**src/rtl/dmem_access_ctrl.sv**
```systemverilog
`default_nettype none
// ============================================================================
// Module   : dmem_access_ctrl
// Brief    : MEM-stage data-memory access controller. Issues a req/ready
//            handshake with byte enables and lane-replicated store data,
//            right-aligns returned load data, stalls the pipeline until the
//            access completes, and aborts with bus_err on timeout.
//            Optional feature macro: MISALIGN_TRAP_EN (trap misaligned
//            accesses instead of forcing natural alignment).
// Revision : 1.0 - initial release
// ============================================================================
module dmem_access_ctrl #(
  parameter int TIMEOUT_CYCLES = 255
) (
  input  logic        clk,
  input  logic        rst_n,
  input  logic        mem_read,
  input  logic        mem_write,
  input  logic        flush,
  input  logic [31:0] addr,
  input  logic [31:0] store_data,
  input  logic [1:0]  store_sel,
  input  logic [2:0]  load_sel,
  output logic        dmem_req,
  output logic        dmem_we,
  output logic [31:0] dmem_addr,
  output logic [3:0]  dmem_be,
  output logic [31:0] dmem_wdata,
  input  logic        dmem_ready,
  input  logic        dmem_rvalid,
  input  logic [31:0] dmem_rdata,
  output logic [31:0] Read_data_from_dmem,
  output logic [2:0]  load_sel_out,
  output logic        stall,
  output logic        mem_done,
  output logic        bus_err,
  output logic        misalign_exc
);

  // Counter is wide enough to hold TIMEOUT_CYCLES+1 without wrapping.
  localparam int            CW        = $clog2(TIMEOUT_CYCLES + 2);
  localparam logic [CW-1:0] c_TIMEOUT = CW'(TIMEOUT_CYCLES);

  typedef enum logic [1:0] {
    S_IDLE    = 2'd0,
    S_REQ     = 2'd1,
    S_WAIT_RD = 2'd2,
    S_DONE    = 2'd3
  } state_t;

  state_t        r_state;
  logic [CW-1:0] r_cnt;
  logic          r_we;
  logic [31:0]   r_addr;
  logic [3:0]    r_be;
  logic [31:0]   r_wdata;
  logic [2:0]    r_load_sel;
  logic [1:0]    r_off;
  logic [31:0]   r_rdata;
  logic [2:0]    r_load_sel_out;
  logic          r_bus_err;

  logic [1:0]    w_size;      // 0 byte, 1 half, 2 word
  logic [1:0]    w_off;
  logic [3:0]    w_be;
  logic [31:0]   w_wdata;
  logic          w_misaligned;
  logic          w_access;
  logic          w_start;
  logic [CW-1:0] w_cnt_next;
  logic          w_timeout;

  // Access size: loads take it from load_sel, stores from store_sel.
  always_comb begin
    w_size = 2'd0;
    if (mem_read) begin
      w_size = load_sel[2] ? 2'd2 : (load_sel[0] ? 2'd1 : 2'd0);
    end else begin
      w_size = store_sel[1] ? 2'd2 : (store_sel[0] ? 2'd1 : 2'd0);
    end
  end

  // Lane offset, byte enables and replicated write data; half/word offsets
  // are forced to natural alignment (trapped accesses never issue anyway).
  always_comb begin
    w_off   = addr[1:0];
    w_be    = 4'b0001 << addr[1:0];
    w_wdata = {4{store_data[7:0]}};
    case (w_size)
      2'd1: begin
        w_off   = {addr[1], 1'b0};
        w_be    = 4'b0011 << {addr[1], 1'b0};
        w_wdata = {2{store_data[15:0]}};
      end
      2'd2: begin
        w_off   = 2'b00;
        w_be    = 4'b1111;
        w_wdata = store_data;
      end
      default: ;
    endcase
  end

  assign w_access = (mem_read | mem_write) & ~flush;

`ifdef MISALIGN_TRAP_EN
  assign w_misaligned = ((w_size == 2'd1) & addr[0]) | ((w_size == 2'd2) & (addr[1:0] != 2'b00));
  assign misalign_exc = rst_n & (r_state == S_IDLE) & w_access & w_misaligned;
`else
  assign w_misaligned = 1'b0;
  assign misalign_exc = 1'b0;
`endif

  assign w_start    = (r_state == S_IDLE) & w_access & ~w_misaligned;
  assign w_cnt_next = r_cnt + 1'b1;
  assign w_timeout  = (TIMEOUT_CYCLES != 0) && (w_cnt_next >= c_TIMEOUT);

  // Stall upstream while an access is starting or outstanding; never in reset.
  always_comb begin
    stall = 1'b0;
    if (rst_n) begin
      case (r_state)
        S_IDLE:           stall = w_start;
        S_REQ, S_WAIT_RD: stall = 1'b1;
        default:          stall = 1'b0;
      endcase
    end
  end

  // Request is withdrawn combinationally on flush so a killed access can
  // never be accepted in the same cycle.
  assign dmem_req            = rst_n & (r_state == S_REQ) & ~flush;
  assign dmem_we             = r_we;
  assign dmem_addr           = {r_addr[31:2], 2'b00};
  assign dmem_be             = r_be;
  assign dmem_wdata          = r_wdata;
  assign Read_data_from_dmem = r_rdata;
  assign load_sel_out        = r_load_sel_out;
  assign mem_done            = (r_state == S_DONE);
  assign bus_err             = r_bus_err;

  // Access FSM: capture the request, handshake, collect read data or time out.
  always_ff @(posedge clk) begin
    if (!rst_n) begin
      r_state        <= S_IDLE;
      r_cnt          <= '0;
      r_we           <= 1'b0;
      r_addr         <= '0;
      r_be           <= '0;
      r_wdata        <= '0;
      r_load_sel     <= '0;
      r_off          <= '0;
      r_rdata        <= '0;
      r_load_sel_out <= '0;
      r_bus_err      <= 1'b0;
    end else begin
      r_bus_err <= 1'b0;
      case (r_state)
        S_IDLE: begin
          if (w_start) begin
            r_we       <= mem_write;
            r_addr     <= addr;
            r_be       <= w_be;
            r_wdata    <= w_wdata;
            r_load_sel <= load_sel;
            r_off      <= w_off;
            r_cnt      <= '0;
            r_state    <= S_REQ;
          end
        end
        S_REQ: begin
          r_cnt <= w_cnt_next;
          if (flush) begin
            r_state <= S_IDLE;
          end else if (dmem_ready) begin
            r_state <= r_we ? S_DONE : S_WAIT_RD;
          end else if (w_timeout) begin
            r_state   <= S_DONE;
            r_bus_err <= 1'b1;
            if (!r_we) begin
              r_rdata        <= '0;
              r_load_sel_out <= r_load_sel;
            end
          end
        end
        S_WAIT_RD: begin
          r_cnt <= w_cnt_next;
          if (dmem_rvalid) begin
            r_rdata        <= dmem_rdata >> {r_off, 3'b000};
            r_load_sel_out <= r_load_sel;
            r_state        <= S_DONE;
          end else if (w_timeout) begin
            r_rdata        <= '0;
            r_load_sel_out <= r_load_sel;
            r_bus_err      <= 1'b1;
            r_state        <= S_DONE;
          end
        end
        S_DONE: begin
          r_state <= S_IDLE;
        end
        default: r_state <= S_IDLE;
      endcase
    end
  end

endmodule
`default_nettype wire

```
**config.mk**
```make
export PLATFORM = sky130hd
export DESIGN_NAME = dmem_access_ctrl
export DESIGN_NICKNAME = d
export VERILOG_FILES = /design/src/rtl/dmem_access_ctrl.sv
export SDC_FILE = /design/constraint.sdc
export NUM_CORES = 1
export LEC_CHECK = 0
export ABC_AREA = 1
export BUFFER_PORTS_ARGS = -buffer_cell sky130_fd_sc_hd__buf_2
export CORE_MARGIN = 2
export CORE_UTILIZATION = 45
export CTS_CLUSTER_DIAMETER = 40
export CTS_CLUSTER_SIZE = 28
export DETAILED_ROUTE_END_ITERATION = 10
export GPL_ROUTABILITY_DRIVEN = 0
export PLACE_DENSITY = 0.72
export SETUP_SLACK_MARGIN = 0.15
export SYNTH_ARGS = -nofsm -noshare
export SYNTH_HDL_FRONTEND = slang
export SYNTH_SLANG_ARGS = --single-unit
```
**constraint.sdc**
```tcl
create_clock -name clk -period 4.1 [get_ports clk]
set_input_delay 0.205 -clock clk [delete_from_list [all_inputs] [get_ports clk]]
set_output_delay 0.205 -clock clk [all_outputs]
set_load 0.02 [all_outputs]
```
Yosys cells after proc, flatten, opt, wreduce, memory -nomap -nowiden
Cells that the tools add are included.

word-level totals
  register bits after elaboration = 121
  input bits = 108
  output and inout bits = 109
  logic and storage cells = 78

operators by class
  $add $sub $neg = 1
  magnitude comparators = 1
  equality and inequality tests = 11
  shift operators = 3
  mux-type cells = 38
  bitwise operators = 6
  reduce and logical (&&, ||, !) cells = 7

operator list
  cell                                                                count
  2-to-1 mux 32 bit                                                   6
  one-hot mux 32 bit (2 select lines)                                 2
  right shift 32 x 5 -> 32 bit                                        1
  2-to-1 mux 3 bit                                                    6
  one-hot mux 9 bit (2 select lines)                                  1
  2-to-1 mux 2 bit                                                    8
  inequality test 2 bit (second input constant)                       5
  adder 9 x 1 -> 9 bit (second input constant)                        1
  greater-or-equal comparator 9 x 8 -> 1 bit (second input constant)  1
  2-to-1 mux 9 bit                                                    1
  2-to-1 mux 1 bit                                                    8
  one-hot mux 2 bit (4 select lines)                                  1
  one-hot mux 4 bit (2 select lines)                                  1
  equality test 2 bit (second input constant)                         3
  one-hot mux 3 bit (2 select lines)                                  1
  AND reduction 6 bit                                                 1
  bitwise AND 1 bit                                                   4
  equality test 2 x 1 -> 1 bit (second input constant)                2
  one-hot mux 1 bit (2 select lines)                                  2
  one-hot mux 2 bit (2 select lines)                                  1
  AND reduction 2 bit                                                 2
  nonzero test 2 bit                                                  2
  left shift 1 x 2 -> 4 bit (first input constant)                    1
  left shift 2 x 2 -> 4 bit (first input constant)                    1
  other kinds (5)                                                     5

Logic depth before layout (Yosys ltp)
  depth after elaboration = 6
  gate-level depth with buffers = 16
  gate-level depth less buffers = 15

Worst setup path before layout
Ideal clock, no wire load.

  path kind = reg-to-output
  start point = reg r_state[0]
  end point = out stall
  arrival time = 1860 ps
  required time = 3895 ps
  setup slack = 2035 ps
  stages on the path, launching flop included = 8
  buffers on the path = 1
  cells stage by stage = dfxtp_1 -> inv_1 -> ha_1 -> inv_1 -> nor2_1 -> inv_2 -> clkbuf_1 -> a211oi_1

on the way
  longest elaborated chain between the ends = 4
  elaborated cells on any way between the ends = 7
  those cells by class = eq/ne (2); mux (2); bitwise (1); reduce/logical (2)

ends and longest elaborated chain
  element                                                                   line  text
  start, declared                                                           51    state_t r_state;
  start signal, assigned                                                    176   r_state <= r_we ? S_DONE : S_WAIT_RD;
  equality test 2 x 1 -> 1 bit (tied with other cells)                      122   case (r_state)
  OR reduction 2 bit (no source line) or bitwise AND 1 bit (tied branches)  n/a
  one-hot mux 1 bit (2 select lines) *                                      122
  2-to-1 mux 1 bit *                                                        121   if (rst_n) begin
  end, declared                                                             34    output logic stall,

Mark *: on every way between the ends. The rest lies on a longest branch, timed or not.

Worst setup path after layout
  start point = reg r_cnt[0]
  end point = reg r_rdata[8] (netlist: Read_data_from_dmem[8])

on the way
  longest elaborated chain between the ends = 4
  elaborated cells on any way between the ends = 5
  those cells by class = add/sub (1); order compare (1); eq/ne (2); reduce/logical (1)

ends and longest elaborated chain
  element                                                                          line  text
  start, declared                                                                  52    logic [CW-1:0] r_cnt;
  start signal, assigned                                                           172   r_cnt <= w_cnt_next;
  start signal, assigned                                                           187   r_cnt <= w_cnt_next;
  adder 9 x 1 -> 9 bit *                                                           115   assign w_cnt_next = r_cnt + 1'b1;
  greater-or-equal comparator 9 x 8 -> 1 bit *                                     116   assign w_timeout = (TIMEOUT_CYCLES != 0) && (w_cnt_next >= c_TIMEOUT);
  inequality test 3 bit (no source line) or inequality test 2 bit (tied branches)  n/a
  AND reduction 6 bit (no source line) *                                           n/a
  end signal, assigned                                                             189   r_rdata <= dmem_rdata >> {r_off, 3'b000};
  end, declared                                                                    59    logic [31:0] r_rdata;

Marks and branches as above.
A chain may end at the register's enable or synchronous reset.

==> results.md <==
Min path
• Worst Hold Depth: 3
• end point of the worst hold path: r_addr[11]$_SDFFE_PN0P_
• Tightest Hold Check Type: primary input to flip-flop
• hold wc startpoint: addr[11]

Synthesis
• basic-gate share of the synthesized area counting and, or, nand and nor cells: 0.261
• number of warnings issued by yosys: 0
• sequential fraction of the synthesis area: 0.416
• Distinct cells, synth: 37
• Synth Area per Inst: 7.08 µm²
• synthesized netlist cell count: 808
• share of synthesized cell area in full adder, half adder and majority cells: 0.0197
• mux contribution to synthesized area: 0.0122
• dominant combinational cell family by area after synthesis: simple AND/OR/NAND/NOR gates
• combined area of all synthesized cells: 5720 µm²
• post-synthesis share of cell area spent on xor and xnor gates: 0
• synthesized-area fraction occupied by ao, oa, aoi and oai cells: 0.199
• number of synthesized register bits: 119

Global route
• via count of the first global-routing pass: 5473
• antenna violations before repair: 1
• remaining global-route overflow: 0
• first-pass GRT wire length: 26100 µm
• pin count of the biggest net entering global routing: 93
• aggregate global-route resource usage: 0.242

Clocking
• cts bufs inserted: 17
• count of cells resized by post-cts repair: 0
• clock sinks: 119
• Clock Latency Late Sink: 0.42 ns
• CTS tree: built
• CTS clock-pin slew for the worst setup and hold paths: 0.06 ns
• maximum level of the CTS H-tree: 4
• count of buffers added by post-CTS timing repair for setup: 0
• clk buf depth: 2
• buffer type at the clock tree root: sky130_fd_sc_hd__clkbuf_16
• CTS hold repair buffers: 0

Run status
• run status: complete, no violations

Setup path
• capture instance of the worst register-to-register path: Read_data_from_dmem[8]$_SDFFE_PN0P_
• Critical Path Fanout Max: 42
• worst r2r path cells: 13
• slack of the worst reg-to-reg path: 1.38 ns
• Critical Path RT: 4.41 ns
• r2r startpoint: r_cnt[0]$_SDFFE_PN0P_
• data arrival at the endpoint of the critical path: 3.03 ns
• category of the worst setup path launch point: flip-flop
• Critical Path Sink Type: flip-flop
• Largest delay share family, worst path: simple AND/OR/NAND/NOR gates
• Bufs and invs on worst path: 2
• chain of cells forming the critical path: inv_1, ha_1, o21bai_1, nand3_1, nor2_1, nand3_2, nand2_2, nand2_1, nand2_2, buf_4, nand3_1, nand2_1, nor2_1
• crit-path max cell delay: 0.51 ns
• critical path type: flip-flop to flip-flop
• crit path max-delay cell type: sky130_fd_sc_hd__buf_4

Timing
• final setup vio count: 0
• worst setup skew after layout: 0.00563 ns
• highest clock frequency the design can meet: 0.367 GHz
• Tmin final: 2.72 ns
• RSZ-0062 raised after global routing: false
• worst rel slew slack: 0.335
• Worst Slack Setup Final: 1.38 ns
• Setup Total Neg Slack: 0 ns
• total count of max-transition violations in the final report: 0
• fin crit share: 0.664
• number of hold-slack violations in the final timing report: 0
• worst slew pin tran: 0.993 ns

Placement
• Port Buffer Count: 213
• dpl hpwl: 11400 µm
• placed inst area: 6780 µm²
• Setup Slack @ Placement: 1.46 ns

Route
• remaining antenna violation count: 0
• total number of vias: 5949
• average vias per placed instance: 5.04
• initial DRC count: 489
• detail-routed net length per standard cell: 13.9 µm
• DRC violation count after routing: 0
• overall routed net length: 16400 µm
• Initial DRT Pass Iterations: 5

Floorplan
• number of top-level pins: 217
• full die area: 13600 µm²
• chip height: 117 µm
• Placement Rows: 41
• initial core utilization: 0.457
• die boundary width: 117 µm
• standard cell core area: 12500 µm²

Finish
• net count of the finished layout: 1113
• post-route core utilization: 0.592
• final instance area: 7410 µm²
• fraction of layout instances using a drive strength above 1: 0.280
• commonest non-fill, non-tap cell in the layout: sky130_fd_sc_hd__buf_2
• antenna diode count: 0
• layout overhead on the synthesized area: 29.5%
• commonest cells after routing, fill and taps aside: sky130_fd_sc_hd__buf_2 (213), sky130_fd_sc_hd__nand2_1 (150), sky130_fd_sc_hd__nor2_1 (126)

Flow run
• number of violations of the max-capacitance limit: 0

Power and ir drop
• sum of internal, switching and leakage power: 3.42 mW
• Peak VDD IR: 0.302 mV
• power density over the cells: 462 nW/µm²
• static leakage: 3.54 nW

state kept, by name, summed over array words and instances (netlist names), 2 cells and up:
| signal | count |
|---|---|
| r_addr | 30 |
| r_state | 2 |
| r_off | 2 |
| r_load_sel | 3 |
| r_cnt | 9 |
| Read_data_from_dmem | 32 |
| dmem_be | 4 |
| load_sel_out | 3 |
| dmem_wdata | 32 |
cells in the mapped netlist:
cell	n	area, µm²
sky130_fd_sc_hd__buf_1	1	3.75
sky130_fd_sc_hd__a32oi_1	1	8.76
sky130_fd_sc_hd__nand2_1	150	563
sky130_fd_sc_hd__mux2i_1	7	70.1
sky130_fd_sc_hd__nand2_2	4	25.0
sky130_fd_sc_hd__buf_2	3	15.0
sky130_fd_sc_hd__o211ai_1	1	7.51
sky130_fd_sc_hd__a21oi_1	81	405
sky130_fd_sc_hd__o21bai_1	2	15.0
sky130_fd_sc_hd__o21ai_0	83	415
sky130_fd_sc_hd__clkbuf_1	35	131
sky130_fd_sc_hd__inv_2	3	11.3
sky130_fd_sc_hd__nor3_1	4	20.0
sky130_fd_sc_hd__a211oi_1	1	7.51
sky130_fd_sc_hd__o31ai_1	1	7.51
sky130_fd_sc_hd__inv_1	52	195
sky130_fd_sc_hd__buf_8	2	30.0
sky130_fd_sc_hd__nand3_1	45	225
sky130_fd_sc_hd__o2111a_1	1	11.3
sky130_fd_sc_hd__nor2_2	6	37.5
sky130_fd_sc_hd__nand4_1	2	12.5
sky130_fd_sc_hd__a31oi_1	8	50.1
sky130_fd_sc_hd__or2_2	1	6.26
sky130_fd_sc_hd__o21ai_1	2	10.0
sky130_fd_sc_hd__clkinv_1	3	11.3
sky130_fd_sc_hd__nand3b_1	9	67.6
sky130_fd_sc_hd__conb_1	1	3.75
sky130_fd_sc_hd__nor2_1	127	477
sky130_fd_sc_hd__nand3_2	6	60.1
sky130_fd_sc_hd__a311oi_1	1	8.76
sky130_fd_sc_hd__buf_6	6	67.6
sky130_fd_sc_hd__a21oi_2	10	87.6
sky130_fd_sc_hd__a22oi_1	13	97.6
sky130_fd_sc_hd__o32ai_1	1	8.76
sky130_fd_sc_hd__buf_4	7	52.6
sky130_fd_sc_hd__dfxtp_1	119	2380
sky130_fd_sc_hd__ha_1	9	113
power by group:
| group | total, mW | switching [mW] | internal (mW) |
|---|---|---|---|
| Combinational | 0.555 | 0.377 | 0.178 |
| Sequential | 1.27 | 0.0395 | 1.24 |
| Clock | 1.59 | 0.547 | 1.05 |
final cells by class:
type	instances	area, µm²
fillers	1222	5110
multi-input cells	579	2840
flip-flops and latches	119	2380
repair buffers	221	1130
clock buffers	20	457
inverters	58	218
well taps	172	215
clock inverters	12	175
logic make-up after synthesis:
group,after synthesis
flip-flops,119
adder cells (fa/ha/maj),9
multiplexers,7
other,1
buffers and inverters,112
AO/OA/AOI/OAI,206
AND/OR/NAND/NOR,354
worst register-to-register path, delay by kind of cell (launching register included):
| family | cells | cell delay [ns] |
|---|---|---|
| adder cells (fa/ha/maj) | 1 | 0.31 |
| AO/OA/AOI/OAI | 1 | 0.13 |
| buffers and inverters | 2 | 0.60 |
| AND/OR/NAND/NOR | 9 | 1.19 |
| flip-flops | 1 | 0.39 |
metal layers:
layer  share of wire  vias to the layer above  track usage  wire, µm
met5         0.00098                        -            0        16
met4           0.013                        2       0.0729       221
met3           0.084                       24       0.0825      1380
met2            0.48                      221        0.402      7800
met1            0.43                     2672        0.299      6970
li1                -                     3030            -         -
how the worst max path moves through the flow:
stage	from	to	cells after the start
global placement	r_cnt[0]$_SDFFE_PN0P_	Read_data_from_dmem[13]$_SDFFE_PN0P_	13
finish	r_cnt[0]$_SDFFE_PN0P_	Read_data_from_dmem[8]$_SDFFE_PN0P_	13
detailed placement	r_cnt[0]$_SDFFE_PN0P_	Read_data_from_dmem[16]$_SDFFE_PN0P_	13
floorplan	r_state[0]$_SDFFE_PN0P_	stall	7
global route	r_cnt[0]$_SDFFE_PN0P_	Read_data_from_dmem[8]$_SDFFE_PN0P_	13
CTS	r_cnt[0]$_SDFFE_PN0P_	Read_data_from_dmem[8]$_SDFFE_PN0P_	13
metrics by stage:
step | cells | hold slack, ns
5_1_grt | 1181 | 0.00516
2_1_floorplan | 810 | 0.340
6_report | 1181 | 0.00974
4_1_cts | 1181 | 0.000123
3_3_place_gp | 1149 | 0.426
3_5_place_dp | 1149 | 0.432
Power figures use the tool's default switching activity.
